<file path="config.mk">
export PLATFORM = sky130hd
export DESIGN_NAME = bus_mux_enc_reg
export DESIGN_NICKNAME = d
export VERILOG_FILES = /design/src/rtl/bus_mux_enc_reg.sv
export SDC_FILE = /design/constraint.sdc
export NUM_CORES = 1
export LEC_CHECK = 0
export CAP_MARGIN = 30
export CELL_PAD_IN_SITES_DETAIL_PLACEMENT = 0
export CELL_PAD_IN_SITES_GLOBAL_PLACEMENT = 1
export CORE_AREA = 2 2 320 322
export DETAILED_ROUTE_END_ITERATION = 16
export DIE_AREA = 0 0 322 324
export HOLD_SLACK_MARGIN = 0.1
export PLACE_DENSITY = 0.45
export RECOVER_POWER = 100
export SYNTH_ARGS = -nofsm -noshare
export SYNTH_HDL_FRONTEND = slang
export SYNTH_SLANG_ARGS = --single-unit
</file>
<file path="constraint.sdc">
create_clock -name clock -period 2.3 [get_ports clock]
set_input_delay 0.46 -clock clock [delete_from_list [all_inputs] [get_ports clock]]
set_output_delay 0.46 -clock clock [all_outputs]
set_load 0.02 [all_outputs]
</file>
<file path="src/rtl/bus_mux_enc_reg.sv">
// bus_mux_enc_reg
// Shared datapath bus multiplexer that takes the control unit's one-hot
// "out" enables directly. It encodes them to a priority select (index 0
// wins), drives the bus from the winning source, and watches for more than
// one source driving at once.
//
// Parameters:
//   WIDTH     - width of each source and of the bus
//   N_SRC     - number of sources, index 0 has the highest priority
//   SEL_W     - width of the encoded select, 2**SEL_W >= N_SRC
//   REG_OUT   - 1: bus outputs registered (1-cycle latency), 0: combinational
//   HOLD_IDLE - 1: bus keeps the last driven value when idle, 0: bus drives 0
//
// Ports:
//   clock        - system clock, rising edge
//   clear        - synchronous active-high reset, beats every other input
//   src_data     - flattened source data, source i at [i*WIDTH +: WIDTH]
//   src_en       - per-source drive enables, nominally one-hot
//   conflict_clr - clears the sticky conflict flag
//   bus_out      - bus value
//   bus_valid    - a source drove the bus
//   bus_sel      - index of the winning source
//   conflict     - sticky flag, more than one enable was seen high
//
// Optional feature, macro BUS_CONFLICT_CNT_EN:
//   conflict_cnt - saturating count of conflict edges, zeroed by
//                  clear/conflict_clr
//   conflict_src - src_en captured on the first conflict edge after
//                  clear/conflict_clr

module bus_mux_enc_reg #(
    parameter int WIDTH     = 32,
    parameter int N_SRC     = 24,
    parameter int SEL_W     = 5,
    parameter int REG_OUT   = 1,
    parameter int HOLD_IDLE = 1
) (
    input  logic                   clock,
    input  logic                   clear,
    input  logic [N_SRC*WIDTH-1:0] src_data,
    input  logic [N_SRC-1:0]       src_en,
    input  logic                   conflict_clr,
    output logic [WIDTH-1:0]       bus_out,
    output logic                   bus_valid,
    output logic [SEL_W-1:0]       bus_sel,
    output logic                   conflict
`ifdef BUS_CONFLICT_CNT_EN
    ,
    output logic [7:0]             conflict_cnt,
    output logic [N_SRC-1:0]       conflict_src
`endif
);

    logic [SEL_W-1:0] winSel;
    logic [WIDTH-1:0] winData;
    logic             anyEn;
    logic             multiEn;
    logic [WIDTH-1:0] lastVal;
    logic [SEL_W-1:0] selReg;
    logic [WIDTH-1:0] idleVal;
    logic             conflictReg;

    // Priority encoder: scan from the top down so the lowest enabled index is
    // the last one written and therefore wins.
    always_comb begin
        winSel  = '0;
        winData = '0;
        for (int i = N_SRC - 1; i >= 0; i--) begin
            if (src_en[i]) begin
                winSel  = SEL_W'(i);
                winData = src_data[i*WIDTH +: WIDTH];
            end
        end
    end

    // Clearing the lowest set bit leaves something behind exactly when two or
    // more enables are high, which avoids a full popcount.
    assign anyEn   = |src_en;
    assign multiEn = |(src_en & (src_en - N_SRC'(1)));
    assign idleVal = (HOLD_IDLE != 0) ? lastVal : '0;

    // Remember the last value and index that actually drove the bus; these
    // feed the idle hold value and the held select in both output modes.
    always_ff @(posedge clock) begin
        if (clear) begin
            lastVal <= '0;
            selReg  <= '0;
        end else if (anyEn) begin
            lastVal <= winData;
            selReg  <= winSel;
        end
    end

    // Sticky conflict flag. A new conflict on the same edge as a clear request
    // keeps the flag set so a simultaneous event is never lost.
    always_ff @(posedge clock) begin
        if (clear) begin
            conflictReg <= 1'b0;
        end else if (multiEn) begin
            conflictReg <= 1'b1;
        end else if (conflict_clr) begin
            conflictReg <= 1'b0;
        end
    end

    assign conflict = conflictReg;

    generate
        if (REG_OUT != 0) begin : gRegOut
            logic [WIDTH-1:0] outReg;
            logic             validReg;

            // Registered bus stage. The select register above already has the
            // right hold behaviour, so only data and valid live here.
            always_ff @(posedge clock) begin
                if (clear) begin
                    outReg   <= '0;
                    validReg <= 1'b0;
                end else begin
                    validReg <= anyEn;
                    outReg   <= anyEn ? winData : idleVal;
                end
            end

            assign bus_out   = outReg;
            assign bus_valid = validReg;
            assign bus_sel   = selReg;
        end else begin : gCombOut
            assign bus_out   = anyEn ? winData : idleVal;
            assign bus_valid = anyEn;
            assign bus_sel   = anyEn ? winSel : selReg;
        end
    endgenerate

`ifdef BUS_CONFLICT_CNT_EN
    logic [7:0]       cntReg;
    logic [N_SRC-1:0] srcReg;
    logic             srcCaptured;

    // Conflict statistics. conflict_clr restarts the window, and a conflict
    // on that same edge is treated as the first event of the new window.
    always_ff @(posedge clock) begin
        if (clear) begin
            cntReg      <= '0;
            srcReg      <= '0;
            srcCaptured <= 1'b0;
        end else if (conflict_clr) begin
            cntReg      <= multiEn ? 8'd1 : 8'd0;
            srcReg      <= multiEn ? src_en : '0;
            srcCaptured <= multiEn;
        end else if (multiEn) begin
            if (cntReg != 8'hFF) begin
                cntReg <= cntReg + 8'd1;
            end
            if (!srcCaptured) begin
                srcReg      <= src_en;
                srcCaptured <= 1'b1;
            end
        end
    end

    assign conflict_cnt = cntReg;
    assign conflict_src = srcReg;
`endif

endmodule
</file>
==> flow_metrics.py <==
metrics = {
    "run_status": {
        "status": "completed",
    },
    "floorplanning": {
        "die_y_um": 324,
        "fp.coreArea_mm2": 0.1010,
        "pin_count": 834,
        "start_util_pct": 8.288,
        "rows": 117,
        "dieArea_mm2": 0.1043,
        "die_width_um": 322,
    },
    "clocking": {
        "clk_pin_slew_worst_paths_ps": 80,
        "cts_tree": "done",
        "numCtsBuffers": 5,
        "root_buffer": "clkbuf_16",
        "cts.sinks": 39,
        "cts_buffer_depth": 2,
        "cts_hold_buf": 0,
        "clk_latency_ps": 330,
        "cts.htree.levels": 2,
    },
    "sta": {
        "timing.setup.tns_ps": 0,
        "setup_viol": 0,
        "period_needed_ps": 2284,
        "timing.hold.ws_ps": 474.6,
        "clock.fmax_ghz": 0.4378,
        "tightest_slew_ps": 839.5,
        "rsz0062_at_grt": "true",
        "hold_viol": 0,
        "finalCritPeriodShare_pct": 99.31,
        "clock_skew_ps": 0,
        "slew_headroom_pct": 43.30,
        "slew_violations": 0,
    },
    "global_route": {
        "antenna_found_initial": 25,
        "grt_pass1_wl_um": 139100,
        "grt-ovfl-total": 0,
        "track_usage_pct": 19.39,
        "grt_pass1_vias": 17051,
        "grt_max_degree": 50,
    },
    "yosys": {
        "synth-seq-cells": 39,
        "synth.largest_area_cell": "a221oi_1",
        "yosysTopAreaCellShare_pct": 16.74,
        "yosysWarnings": 0,
        "syn_area_mm2": 0.008372,
        "synthFlopType": "dfxtp_1",
        "avgSynthCellArea_um2": 6.613,
        "async_reset_ff_share_pct": 0,
        "syn_inst": 1266,
        "synth_edf_count": 0,
        "synth_nets": 2061,
        "synth_common_cells": "a21oi_1, inv_1, a221oi_1, clkbuf_1, a221o_1",
        "synth_area_leaders": "a221oi_1, a221o_1, a21oi_1",
        "yosysSeqAreaShare_pct": 9.326,
        "synth.most_common_cell": "a21oi_1",
        "synth.distinct_cells": 49,
    },
    "critical_path": {
        "critPathTopFamily": "buffers and inverters",
        "cpPeakStageDelay_ps": 360,
        "path_class": "input pin to register",
        "worst-path-max-fanout": 3,
        "critical-path-slowest-cell": "nor4_4",
        "r2r-start": "conflict$_SDFFE_PP0P_",
        "crit_path_frequent_cell": "buf_4",
        "cp_cell_sequence": "clkdlybuf4s15_1 -> buf_6 -> nor4_4 -> buf_4 -> buf_4 -> buf_4 -> a21oi_1 -> o32ai_2 -> buf_4 -> nand4_1 -> nor3_2 -> a31oi_1",
        "cp.required_ps": 2510,
        "worstSetupStartpointType": "input pin",
        "worst-path-buf-inv": 6,
        "critPathLaunch": "src_en[17]",
        "arrival_ps": 2490,
        "end_kind": "register",
    },
    "routing": {
        "avgViaCountPerCell": 4.246,
        "wl_um": 106100,
        "ant_nets": 0,
        "drtIter0Drc": 819,
        "via_count": 15611,
        "drc_errors": 0,
        "routedWlPerCell_um": 28.85,
        "firstDrtPassIters": 7,
    },
    "power": {
        "vdd_drop_max_mv": 0.2394,
        "powerDensity_mw_per_mm2": 266.4,
        "leakage_nw": 8.689,
    },
    "min_path": {
        "worstHoldStart": "bus_sel[2]$_SDFFE_PP0P_",
        "worstHoldPathType": "register to register",
    },
    "flow_run": {
        "maxCapViolations": 0,
    },
    "finish": {
        "areaGrowthSynthToFinish_pct": 167.6,
        "fin_nets": 3150,
        "fill_cells": 11203,
        "fin_util_pct": 22.18,
        "final_area_mm2": 0.02240,
        "drive_gt1_share_pct": 23.73,
    },
    "placed_design": {
        "dp_hpwl_um": 94470,
        "placed_cell_area_mm2": 0.02115,
        "port_buffers": 833,
        "place_congestion": 0.9127,
    },
}
## repair_timing
item,4_1_cts,5_1_grt
gates resized for setup,145,37
pin swaps,30,24
endpoints found under the setup margin,37,31
buffers inserted,21,1
cloned,2,0
## logic make-up after synthesis
group                    share of synthesized area, %
adder cells (fa/ha/maj)                        0.1345
buffers and inverters                           14.90
flip-flops                                      9.326
AND/OR/NAND/NOR                                 12.54
AO/OA/AOI/OAI                                   63.10
## cells in the final DEF, fill, tap and decap left out, types with 39 or more instances in the layout
cell,Yosys,layout
clkdlybuf4s50_1,0,770
buf_4,2,352
inv_1,166,166
a21oi_1,167,159
a221o_1,126,126
a221oi_1,160,120
nand2_1,68,65
buf_12,0,44
o21ai_0,44,40
dfxtp_1,39,39
dlygate4sd3_1,0,39
## layer usage
metal  global-route usage, %  part of all wire (%)
met5                       0                 0.078
met3                   3.634                   5.7
met2                   38.61                    55
met1                   20.85                    38
met4                   4.299                   2.0
## metrics by stage
step,std cells,worst slack (ps),power [W]
after CTS,3666,0.2021,0.006108
final,3677,15.79,0.005967
after global routing,3671,-20.09,0.006303
after global placement,3635,-1342,0.004775
after floorplan,1266,95.49,0.001815
after detailed placement,3635,-1332,0.004767
## state kept, by name, indices dropped and copies added (netlist names)
register	flops
bus_valid	1
bus_sel	5
bus_out	32
conflict	1
## final timing paths
check,to,slack (ps),cells past startpoint
worst max-delay path,conflict$_SDFFE_PP0P_,20,12
worst max register to register,conflict$_SDFFE_PP0P_,810,4
worst min-delay path,bus_sel[2]$_SDFFE_PP0P_,470,2
worst min register to register,bus_sel[2]$_SDFFE_PP0P_,470,2
## worst min-delay path, delay by kind of cell, from the launching register on
kind / cells / cell delay [ps]
AOI/OAI and AO/OA: 1 / 50
and+or+nand+nor: 1 / 60
DFF: 1 / 330
## report_power, final
part | total [W] | internal (W) | switching [W]
logic | 0.00411 | 0.00228 | 0.00183
registers | 0.000780 | 0.000731 | 0.0000496
clock network | 0.00108 | 0.000634 | 0.000447
total | 0.00597 | 0.00364 | 0.00233
## cell type report
cell class | instances | area [um2] | area share (%)
Timing Repair Buffer | 1241 | 11970 | 53.42
Multi-Input combinational cell | 902 | 7167 | 31.99
Sequential cell | 39 | 780.7 | 3.485
Antenna cell | 12 | 30.03 | 0.1340
Inverter | 166 | 623.1 | 2.781
Clock buffer | 5 | 125.1 | 0.5585
Clock inverter | 3 | 71.32 | 0.3183
Tap cell | 1309 | 1638 | 7.311
Note: power is estimated with default switching activity, not from simulation.
